[src/rtl/uart_pkg.sv]
// Shared types and helpers for the parametrised UART receiver.
package uart_pkg;

    localparam int unsigned PAR_NONE = 0;
    localparam int unsigned PAR_EVEN = 1;
    localparam int unsigned PAR_ODD  = 2;

    typedef enum logic [2:0] {
        IDLE   = 3'd0,
        START  = 3'd1,
        DATA   = 3'd2,
        PARITY = 3'd3,
        STOP   = 3'd4
    } rx_state_e;

    // Status delivered alongside each received word.
    typedef struct packed {
        logic frame_err;
        logic parity_err;
        logic break_det;
    } rx_flags_t;

    // 2-of-3 majority vote used for noise-tolerant bit sampling.
    function automatic logic maj3(input logic a, input logic b, input logic c);
        return (a & b) | (a & c) | (b & c);
    endfunction

endpackage

[src/rtl/uart_rx_tick_gen.sv]
// Free-running oversample tick: one-clk pulse every CLK_DIV clocks.
module uart_rx_tick_gen #(
    parameter int unsigned CLK_DIV = 5
) (
    input  logic clk,
    input  logic reset,
    output logic os_tick
);

    localparam int unsigned CW = (CLK_DIV > 1) ? $clog2(CLK_DIV) : 1;
    localparam logic [CW-1:0] CNT_LAST = CW'(CLK_DIV - 1);

    logic [CW-1:0] cnt_q;
    logic [CW-1:0] cnt_d;

    // Wrap the divider at CLK_DIV-1.
    always_comb begin
        cnt_d = (cnt_q == CNT_LAST) ? '0 : cnt_q + CW'(1);
    end

    // Divider register.
    always_ff @(posedge clk or posedge reset) begin
        if (reset) begin
            cnt_q <= '0;
        end else begin
            cnt_q <= cnt_d;
        end
    end

    assign os_tick = (cnt_q == CNT_LAST);

endmodule

[src/rtl/uart_rx_param.sv]
// Parametrised UART receiver: synchroniser, majority sampling, false-start
// rejection, error flags and a valid/ready output handshake.
module uart_rx_param
    import uart_pkg::*;
#(
    parameter int unsigned CLK_DIV     = 5,
    parameter int unsigned OVERSAMPLE  = 8,
    parameter int unsigned DATA_BITS   = 8,
    parameter int unsigned PARITY_MODE = 2,
    parameter int unsigned STOP_BITS   = 1
) (
    input  logic                 clk,
    input  logic                 reset,
    input  logic                 rx,
    output logic [DATA_BITS-1:0] rx_data,
    output logic                 rx_valid,
    input  logic                 rx_ready,
    output logic                 frame_err,
    output logic                 parity_err,
    output logic                 break_det,
    output logic                 overrun_err,
    output logic                 busy
);

    localparam int unsigned SW = $clog2(OVERSAMPLE);
    localparam int unsigned BW = 4;
    localparam logic [SW-1:0] S_LAST   = SW'(OVERSAMPLE - 1);
    localparam logic [SW-1:0] S_MID    = SW'(OVERSAMPLE / 2);
    localparam logic [SW-1:0] S_MID_M1 = SW'(OVERSAMPLE / 2 - 1);
    localparam logic [SW-1:0] S_MID_M2 = SW'(OVERSAMPLE / 2 - 2);
    localparam logic [BW-1:0] D_LAST   = BW'(DATA_BITS - 1);
    localparam logic [BW-1:0] STP_LAST = BW'(STOP_BITS - 1);

    logic                 os_tick;
    logic                 sync1_q;
    logic                 rx_s_q;

    rx_state_e            state_q, state_d;
    logic [SW-1:0]        s_cnt_q, s_cnt_d;
    logic [BW-1:0]        bit_cnt_q, bit_cnt_d;
    logic [DATA_BITS-1:0] shift_q, shift_d;
    logic [1:0]           samp_q, samp_d;
    logic                 perr_q, perr_d;
    logic                 ferr_q, ferr_d;
    logic                 pbit_q, pbit_d;

    logic [DATA_BITS-1:0] rx_data_q, rx_data_d;
    logic                 rx_valid_q, rx_valid_d;
    rx_flags_t            flags_q, flags_d;
    logic                 overrun_q, overrun_d;
    logic                 busy_q, busy_d;

    logic [SW-1:0]        s_idx_c;
    logic                 dec_c;
    logic                 exp_par_c;
    logic                 done_c;
    rx_flags_t            done_flags_c;

    uart_rx_tick_gen #(
        .CLK_DIV (CLK_DIV)
    ) u_tick (
        .clk     (clk),
        .reset   (reset),
        .os_tick (os_tick)
    );

    // Two-flop synchroniser; idles high so reset does not look like a start bit.
    always_ff @(posedge clk or posedge reset) begin
        if (reset) begin
            sync1_q <= 1'b1;
            rx_s_q  <= 1'b1;
        end else begin
            sync1_q <= rx;
            rx_s_q  <= sync1_q;
        end
    end

    // Frame FSM: s_cnt holds the index of the current tick within the bit,
    // with the start-detect tick as index 0.
    always_comb begin
        state_d      = state_q;
        s_cnt_d      = s_cnt_q;
        bit_cnt_d    = bit_cnt_q;
        shift_d      = shift_q;
        samp_d       = samp_q;
        perr_d       = perr_q;
        ferr_d       = ferr_q;
        pbit_d       = pbit_q;
        done_c       = 1'b0;
        s_idx_c      = (s_cnt_q == S_LAST) ? '0 : s_cnt_q + SW'(1);
        dec_c        = maj3(samp_q[0], samp_q[1], rx_s_q);
        exp_par_c    = (PARITY_MODE == PAR_EVEN) ? ^shift_q : ~^shift_q;
        done_flags_c = '{frame_err:  ferr_q | ~dec_c,
                         parity_err: perr_q,
                         break_det:  (shift_q == '0) & ~pbit_q & (ferr_q | ~dec_c)};

        if (os_tick) begin
            if (state_q != IDLE) begin
                s_cnt_d = s_idx_c;
                if (s_idx_c == S_MID_M2) samp_d[0] = rx_s_q;
                if (s_idx_c == S_MID_M1) samp_d[1] = rx_s_q;
            end
            unique case (state_q)
                IDLE: begin
                    if (!rx_s_q) begin
                        state_d   = START;
                        s_cnt_d   = '0;
                        bit_cnt_d = '0;
                        perr_d    = 1'b0;
                        ferr_d    = 1'b0;
                        pbit_d    = 1'b0;
                    end
                end
                START: begin
                    if (s_idx_c == S_MID && dec_c) begin
                        state_d = IDLE;
                    end else if (s_idx_c == S_LAST) begin
                        state_d   = DATA;
                        bit_cnt_d = '0;
                    end
                end
                DATA: begin
                    if (s_idx_c == S_MID) begin
                        shift_d = {dec_c, shift_q[DATA_BITS-1:1]};
                    end
                    if (s_idx_c == S_LAST) begin
                        if (bit_cnt_q == D_LAST) begin
                            state_d   = (PARITY_MODE != PAR_NONE) ? PARITY : STOP;
                            bit_cnt_d = '0;
                        end else begin
                            bit_cnt_d = bit_cnt_q + BW'(1);
                        end
                    end
                end
                PARITY: begin
                    if (s_idx_c == S_MID) begin
                        pbit_d = dec_c;
                        perr_d = (dec_c != exp_par_c);
                    end
                    if (s_idx_c == S_LAST) begin
                        state_d   = STOP;
                        bit_cnt_d = '0;
                    end
                end
                STOP: begin
                    if (s_idx_c == S_MID) begin
                        if (!dec_c) ferr_d = 1'b1;
                        if (bit_cnt_q == STP_LAST) begin
                            done_c  = 1'b1;
                            state_d = IDLE;
                        end
                    end
                    if (s_idx_c == S_LAST) begin
                        bit_cnt_d = bit_cnt_q + BW'(1);
                    end
                end
                default: state_d = IDLE;
            endcase
        end
    end

    // Output handshake: load on completion unless a held word is unconsumed.
    always_comb begin
        rx_data_d  = rx_data_q;
        rx_valid_d = rx_valid_q;
        flags_d    = flags_q;
        overrun_d  = 1'b0;
        busy_d     = (state_d != IDLE);
        if (rx_valid_q && rx_ready) begin
            rx_valid_d = 1'b0;
        end
        if (done_c) begin
            if (!rx_valid_q || rx_ready) begin
                rx_data_d  = shift_q;
                flags_d    = done_flags_c;
                rx_valid_d = 1'b1;
            end else begin
                overrun_d = 1'b1;
            end
        end
    end

    // State and output registers.
    always_ff @(posedge clk or posedge reset) begin
        if (reset) begin
            state_q    <= IDLE;
            s_cnt_q    <= '0;
            bit_cnt_q  <= '0;
            shift_q    <= '0;
            samp_q     <= '1;
            perr_q     <= 1'b0;
            ferr_q     <= 1'b0;
            pbit_q     <= 1'b0;
            rx_data_q  <= '0;
            rx_valid_q <= 1'b0;
            flags_q    <= '0;
            overrun_q  <= 1'b0;
            busy_q     <= 1'b0;
        end else begin
            state_q    <= state_d;
            s_cnt_q    <= s_cnt_d;
            bit_cnt_q  <= bit_cnt_d;
            shift_q    <= shift_d;
            samp_q     <= samp_d;
            perr_q     <= perr_d;
            ferr_q     <= ferr_d;
            pbit_q     <= pbit_d;
            rx_data_q  <= rx_data_d;
            rx_valid_q <= rx_valid_d;
            flags_q    <= flags_d;
            overrun_q  <= overrun_d;
            busy_q     <= busy_d;
        end
    end

    assign rx_data     = rx_data_q;
    assign rx_valid    = rx_valid_q;
    assign frame_err   = flags_q.frame_err;
    assign parity_err  = flags_q.parity_err;
    assign break_det   = flags_q.break_det;
    assign overrun_err = overrun_q;
    assign busy        = busy_q;

endmodule

[config.mk]
export PLATFORM = sky130hd
export DESIGN_NAME = uart_rx_param
export DESIGN_NICKNAME = d
export VERILOG_FILES = /design/src/rtl/uart_pkg.sv /design/src/rtl/uart_rx_tick_gen.sv /design/src/rtl/uart_rx_param.sv
export SDC_FILE = /design/constraint.sdc
export NUM_CORES = 1
export LEC_CHECK = 0
export CAP_MARGIN = 15
export CELL_PAD_IN_SITES_DETAIL_PLACEMENT = 1
export CELL_PAD_IN_SITES_GLOBAL_PLACEMENT = 1
export CORE_MARGIN = 10
export CORE_UTILIZATION = 40
export DETAILED_ROUTE_END_ITERATION = 10
export PLACE_DENSITY = 0.79
export SYNTH_ARGS = -nofsm -noshare
export SYNTH_HDL_FRONTEND = slang
export SYNTH_HIERARCHICAL = 1
export SYNTH_SLANG_ARGS = --single-unit
[constraint.sdc]
create_clock -name clk -period 1.94 [get_ports clk]
set_input_delay 0.485 -clock clk [delete_from_list [all_inputs] [get_ports clk]]
set_output_delay 0.485 -clock clk [all_outputs]
set_load 0.05 [all_outputs]
==> results.ini, run 1 <==
[routing]
ant_nets=0
vias=1588
first_pass_iters=4
drt-vias-per-instance=5.139
drtIter0Drc=48
drt_wl_total_mm=4.539
drc=0
wire_per_inst_um=14.69

[timing]
fmax_mhz=522.2
rsz0062_at_grt=true
post-route-period-util_pct=98.70
slew_viol_final=0
tns_ps=0
hold_viol_final=0
relSlewSlack_pct=65.35
worstMarginPinSlew_ps=519.8
fin_crit_ps=1915
whs_ps=360.6
setup_viol=0
skew_ps=5.426

[synthesis]
syn-instance-count=209
synthesis.nets=226
avgSynthCellArea_um2=10.40
yosys_warnings=6
synth_seq_cells=42
synth_top_flop_cell=dfrtp_1
synthArstFlopShare_pct=100.0
syn_area_um2=2173
synth-edff-count=0
yosysSeqAreaShare_pct=48.59
netlist-cell-type-count=52

[worst_setup_path]
cp_slowest_stage_delay_ps=520
cp-start-kind=flop
critPathRequiredTime_ps=2120
crit_slowest_cell=or4b_4
critPathArrivalTime_ps=2100
crit_fanout=5
endpoint_kind=flop
critPathKind=reg -> reg
path_cells=ha_2, ha_4, nand3_4, or4b_4, mux2_4

[floorplan]
io_pins=18
dieArea_um2=8782
chipHeight_um=93.71
row_count=26
fp.dieW_um=93.71
core_um2=5172
start_util_pct=42.02

[clocking]
postCtsHoldBufs=0
clkSlewWorstSetupHoldPaths_ps=80
cts-htree-levels=2
clock_latency_ps=290
cts.sinks=42
clockRootBuffer=clkbuf_8
clk_path_buf_depth=2
cts_buffers=5
cts_tree=done

[run_status]
status=completed

[finish]
nets=256
fillCellCount=572
synthToLayoutAreaGrowth_pct=19.63
multi_input_area_um2=1027
antenna_cells=0
layout.area.seq_um2=1056
layout-drive-gt1-share_pct=28.03

[global_routing]
antenna_found_initial=0
grt_use_total_pct=11.26
grt_pass1_vias=1642
grt_pass1_wl_mm=7.976
grt_max_degree=40
grt_overflow=0

[pwr]
leakagePower_uw=0.001185
peakVddDrop_mv=0.6526
p_per_area_nw_per_um2=1037

[job]
cap_violations=0

[placed_design]
place_congestion=0.8097
dpl.hpwl_mm=3.377
port_buffers=17

[min_path]
worstHoldPathType=reg -> reg

-- power by group --
group | switching (µW) | internal (µW)
clock | 290 | 242
sequential | 120 | 984
combinational | 564 | 498
-- kinds of logic after synthesis --
logic type	count (synthesis)	synth area share (%)
xor gates and xnor gates	4	1.612
AOI/OAI and AO/OA	44	14.57
and+or+nand+nor	68	17.21
DFF	42	48.59
buffers and inverters	30	6.390
adders and majority gates	14	8.002
muxes	7	3.627
-- synth_stat cells, types with 2 or more instances --
master	instances	area share (%)
dfrtp_1	38	44
nand2_1	27	4.7
inv_1	21	3.6
ha_1	13	7.5
o21ai_0	13	3.0
nor2_1	7	1.2
o21ai_2	7	2.8
nand3_1	5	1.2
dfstp_2	4	4.8
nand2b_1	4	1.2
o2bb2ai_1	4	1.6
xnor2_1	4	1.6
a21o_1	3	1.0
a21oi_1	3	0.69
a31oi_1	3	0.86
mux2_2	3	1.6
mux2i_1	3	1.4
nor2b_1	3	0.86
and3b_1	2	0.81
buf_2	2	0.46
buf_4	2	0.69
buf_6	2	1.0
clkbuf_1	2	0.35
nand4_1	2	0.58
nor3_1	2	0.46
nor3b_1	2	0.69
o41ai_1	2	0.81
or3_1	2	0.58
-- metrics by stage --
stage	power, µW	utilization (%)	setup WS [ps]	instance area, µm²	std cells
detailed placement	2080	47.58	-32.28	2461	299
finish	2696	50.27	25.15	2600	309
floorplan	1768	-	-147.4	2208	209
global route	2899	50.27	-25.87	2600	309
CTS	2639	49.25	25.99	2547	306
global placement	2041	47.58	11.92	2461	299
-- worst max-delay path, delay by kind of cell (launching register included) --
kind	cells	cell delay, ps
DFF	1	390
adders and majority gates	2	510
muxes	1	310
and+or+nand+nor	2	600
-- placed cells by master (no fill, tap or decap), drive strengths merged, types with 5 or more instances in the layout --
| cell | n |
|---|---|
| nor2 | 7 |
| inv | 21 |
| o21ai | 20 |
| dfrtp | 38 |
| nand2 | 27 |
| buf | 29 |
| clkbuf | 5 |
| ha | 13 |
| nand3 | 6 |
-- registers in the layout, summed over array words and instances (netlist names), 2 cells and up --
signal,cells
s_cnt_q,3
rx_data,8
samp_q,2
u_tick/cnt_q,3
state_q,3
shift_q,8
bit_cnt_q,4
-- path summary, 6_finish.rpt --
kind,from,endpoint,slack (ps),depth (start not counted)
hold / removal,sync1_q,rx_s_q,360,0
max in group asynchronous,reset,samp_q[1],1110,3
setup reg to reg,s_cnt_q[1],shift_q[7],30,5
hold reg to reg,sync1_q,rx_s_q,360,0
min in group asynchronous,reset,u_tick/cnt_q[2],390,2
setup / recovery,s_cnt_q[1],shift_q[7],30,5
-- layout make-up --
type | count | share of cell area [%]
sequential | 42 | 40.62
clock buffer | 5 | 2.647
clock inverter | 2 | 0.3850
tap | 70 | 3.369
inverter | 21 | 3.032
timing repair buffer | 32 | 10.44
multi-input combinational | 137 | 39.51
-- timing repair --
item / CTS / global route
pin swaps: 0 / 4
setup buffers: 0 / 3
gates resized for setup: 2 / 9
setup endpoints to repair: 7 / 12
-- routing by layer --
layer	track usage [%]	wire length (µm)	vias to the layer above	share of wire [%]
li1	-	-	773	-
met1	12.99	1953	794	43
met3	3.757	171	6	3.8
met2	18.72	2343	15	52
met4	4.557	71	0	1.6
met5	0	0	-	0
No activity file was read; power rests on OpenSTA's default activity.
==> run 2, diff against run 1 <==
Clock period 1.94 ns to 1.75 ns, I/O delays scaled along.
==> run 2 against run 1 <==
The flow now finishes with violations (negative setup slack). Critical path depth stayed put. Die area is the same. Sequential share of layout area is 3.1 points lower. Non-clock buffer count is 15 higher. Global-route usage increased by 1.8 points. Total power grew 17%. Critical endpoint unchanged. Largest power group is now combinational cells.
==> results.ini, run 2 (synthesis gave the netlist of run 1 again) <==
[worst_setup_path]
reg2reg_slack_ps=-150  ; -170 ps
crit_fanout=3  ; -2
reg2regPathDepth=5  ; unchanged
cp-start-kind=flop
crit_start=s_cnt_q[1]
critPathKind=reg -> reg
critPathRequiredTime_ps=1940  ; -180 ps
r2r-end=shift_q[7]
endpoint_kind=flop
critPathArrivalTime_ps=2090  ; about the same
worstReg2RegStart=s_cnt_q[1]
cp-endpoint=shift_q[7]

[floorplan]
dieArea_um2=8782  ; unchanged
core_um2=5172  ; unchanged
chipHeight_um=93.71  ; unchanged
start_util_pct=42.02  ; unchanged
row_count=26  ; unchanged
io_pins=18  ; unchanged
fp.dieW_um=93.71  ; unchanged

[global_routing]
grt_use_total_pct=13.03  ; +1.8 points
grt_pass1_wl_mm=9.190  ; +15%
grt_pass1_vias=1865  ; +14%
grt_overflow=0  ; unchanged
antenna_found_initial=0  ; unchanged
grt_max_degree=29  ; -28%

[timing]
slew_viol_final=0  ; unchanged
fmax_mhz=527.2  ; +0.96%
hold_viol_final=0  ; unchanged
rsz0062_at_grt=true
skew_ps=10.41  ; +4.982 ps
fin_crit_ps=1897  ; -18.16 ps
setup_viol=24  ; +24
tns_ps=-1687  ; -1687 ps
relSlewSlack_pct=64.66  ; -0.68 points
post-route-period-util_pct=108.4  ; +9.7 points
worstMarginPinSlew_ps=525.2  ; +5.411 ps
worst_slack_ps=-146.7  ; -171.8 ps

[routing]
drc=0  ; unchanged
drt-vias-per-instance=5.191  ; +1.0%
wire_per_inst_um=17.70  ; +20%
drt_wl_total_mm=5.751  ; +27%
drtIter0Drc=45  ; -6.3%
ant_nets=0  ; unchanged
first_pass_iters=4  ; unchanged
vias=1687  ; +6.2%

[pwr]
power_switching_uw=1149  ; +18%
p_int_uw=1997  ; +16%
p_sw_share_pct=36.53  ; +0.43 points
p_per_area_nw_per_um2=1116  ; +7.6%
p_seq_share_pct=38.1  ; -2.8 points
p_comb_share_pct=40.9  ; +1.5 points
power.total_uw=3145  ; +17%
power.share.clock_pct=20.9  ; +1.2 points
leakagePower_uw=0.001285  ; +8.5%
peakVddDrop_mv=0.6268  ; -4.0%

[finish]
fin_area_um2=2818  ; +8.4%
fillCellCount=555  ; -3.0%
synthToLayoutAreaGrowth_pct=29.65
layout-drive-gt1-share_pct=36.86  ; +8.8 points
layout_common_cells=dfrtp_1 (38), buf_4 (36), inv_1 (21)
layout.area.seq_um2=1056  ; unchanged
antenna_cells=0  ; unchanged
multi_input_area_um2=1097  ; +6.8%
final_cells=325  ; +5.2%
final_common_cell=dfrtp_1
nets=271  ; +5.9%

[clocking]
clock_latency_ps=300  ; about the same
cts_tree=done
cts_buffers=5  ; unchanged
clockRootBuffer=clkbuf_8
cts-htree-levels=2  ; unchanged
clk_path_buf_depth=2  ; unchanged
clkSlewWorstSetupHoldPaths_ps=80  ; about the same
cts.sinks=42  ; unchanged

[min_path]
worstHoldPathType=in -> async

[placed_design]
dpl_cell_area_um2=2554  ; +3.8%
port_buffers=17  ; unchanged
pre_cts_ws_ps=-211.5  ; -179.2 ps
placed_cells=312  ; +4.3%
place_congestion=0.7671  ; -5.3%
dpl.hpwl_mm=3.865  ; +14%

[run_status]
violations=negative setup slack
status=finished with violations

[job]
cap_violations=0  ; unchanged

run 2: cell types whose count changed in the layout (fill, tap and decap cells not counted), moves of 2 or more:
| cell | delta |
|---|---|
| buf_4 | +10 |
| buf_6 | +4 |
| nand2_1 | -4 |
| nand2_4 | +4 |
| o21ai_0 | -10 |
| o21ai_1 | +8 |
| o21ai_2 | +2 |
| o41ai_1 | -2 |
| o41ai_2 | +2 |
run 2: area by class of cell:
class | instances | share of cell area [%]
tap | 70 | 3.108
clock buffer | 7 | 3.064
timing repair buffer | 47 | 14.43
inverter | 21 | 2.798
clock inverter | 1 | 0.1776
sequential | 42 | 37.48
multi-input combinational | 137 | 38.94
run 2: power by group through the flow:
stage | registers (µW) | logic (µW) | clock network, µW
finish | 1200 | 1290 | 659
global route | 1210 | 1410 | 720
CTS | 1200 | 1260 | 681
detailed placement | 1210 | 1200 | 0
global placement | 1200 | 1140 | 0
floorplan | 1220 | 740 | 0
run 2: metal layers:
layer / track usage [%] / vias to the layer above / part of all wire (%)
li1: - / 808 / -
met2: 24.88 / 16 / 57
met1: 13.70 / 856 / 39
met5: 0 / - / 0
met3: 3.038 / 7 / 2.7
met4: 3.797 / 0 / 1.1
run 2: worst min path at each step:
stage          cells after the start  slack, ps               to
2_1_floorplan                      1        190  u_tick/cnt_q[0]
3_3_place_gp                       0        350           rx_s_q
3_5_place_dp                       0        350           rx_s_q
4_1_cts                            2        340  u_tick/cnt_q[2]
5_1_grt                            2        350  u_tick/cnt_q[2]
6_report                           2        330  u_tick/cnt_q[2]
run 2: repair_timing:
| item | CTS | global route |
|---|---|---|
| setup endpoints to repair | 27 | 28 |
| pin swaps | 1 | 6 |
| cloned | 3 | 1 |
| resized for setup | 21 | 22 |
| buffers inserted | 1 | 0 |
| hold buffers | 0 | 0 |
run 2: per-stage QoR:
stage / hold WS, ps / util, %
floorplan: 191.1 / -
finish: 331.9 / 54.48
CTS: 335.3 / 52.47
global route: 345.6 / 54.48
global placement: 347.7 / 49.37
detailed placement: 347.3 / 49.37
run 2: critical path, cell delays in order, from the launching register on:
cell     delay (ps)
dfrtp_1         390
ha_2            210
ha_4            280
nand3_4          60
or4b_4          540
mux2_4          320
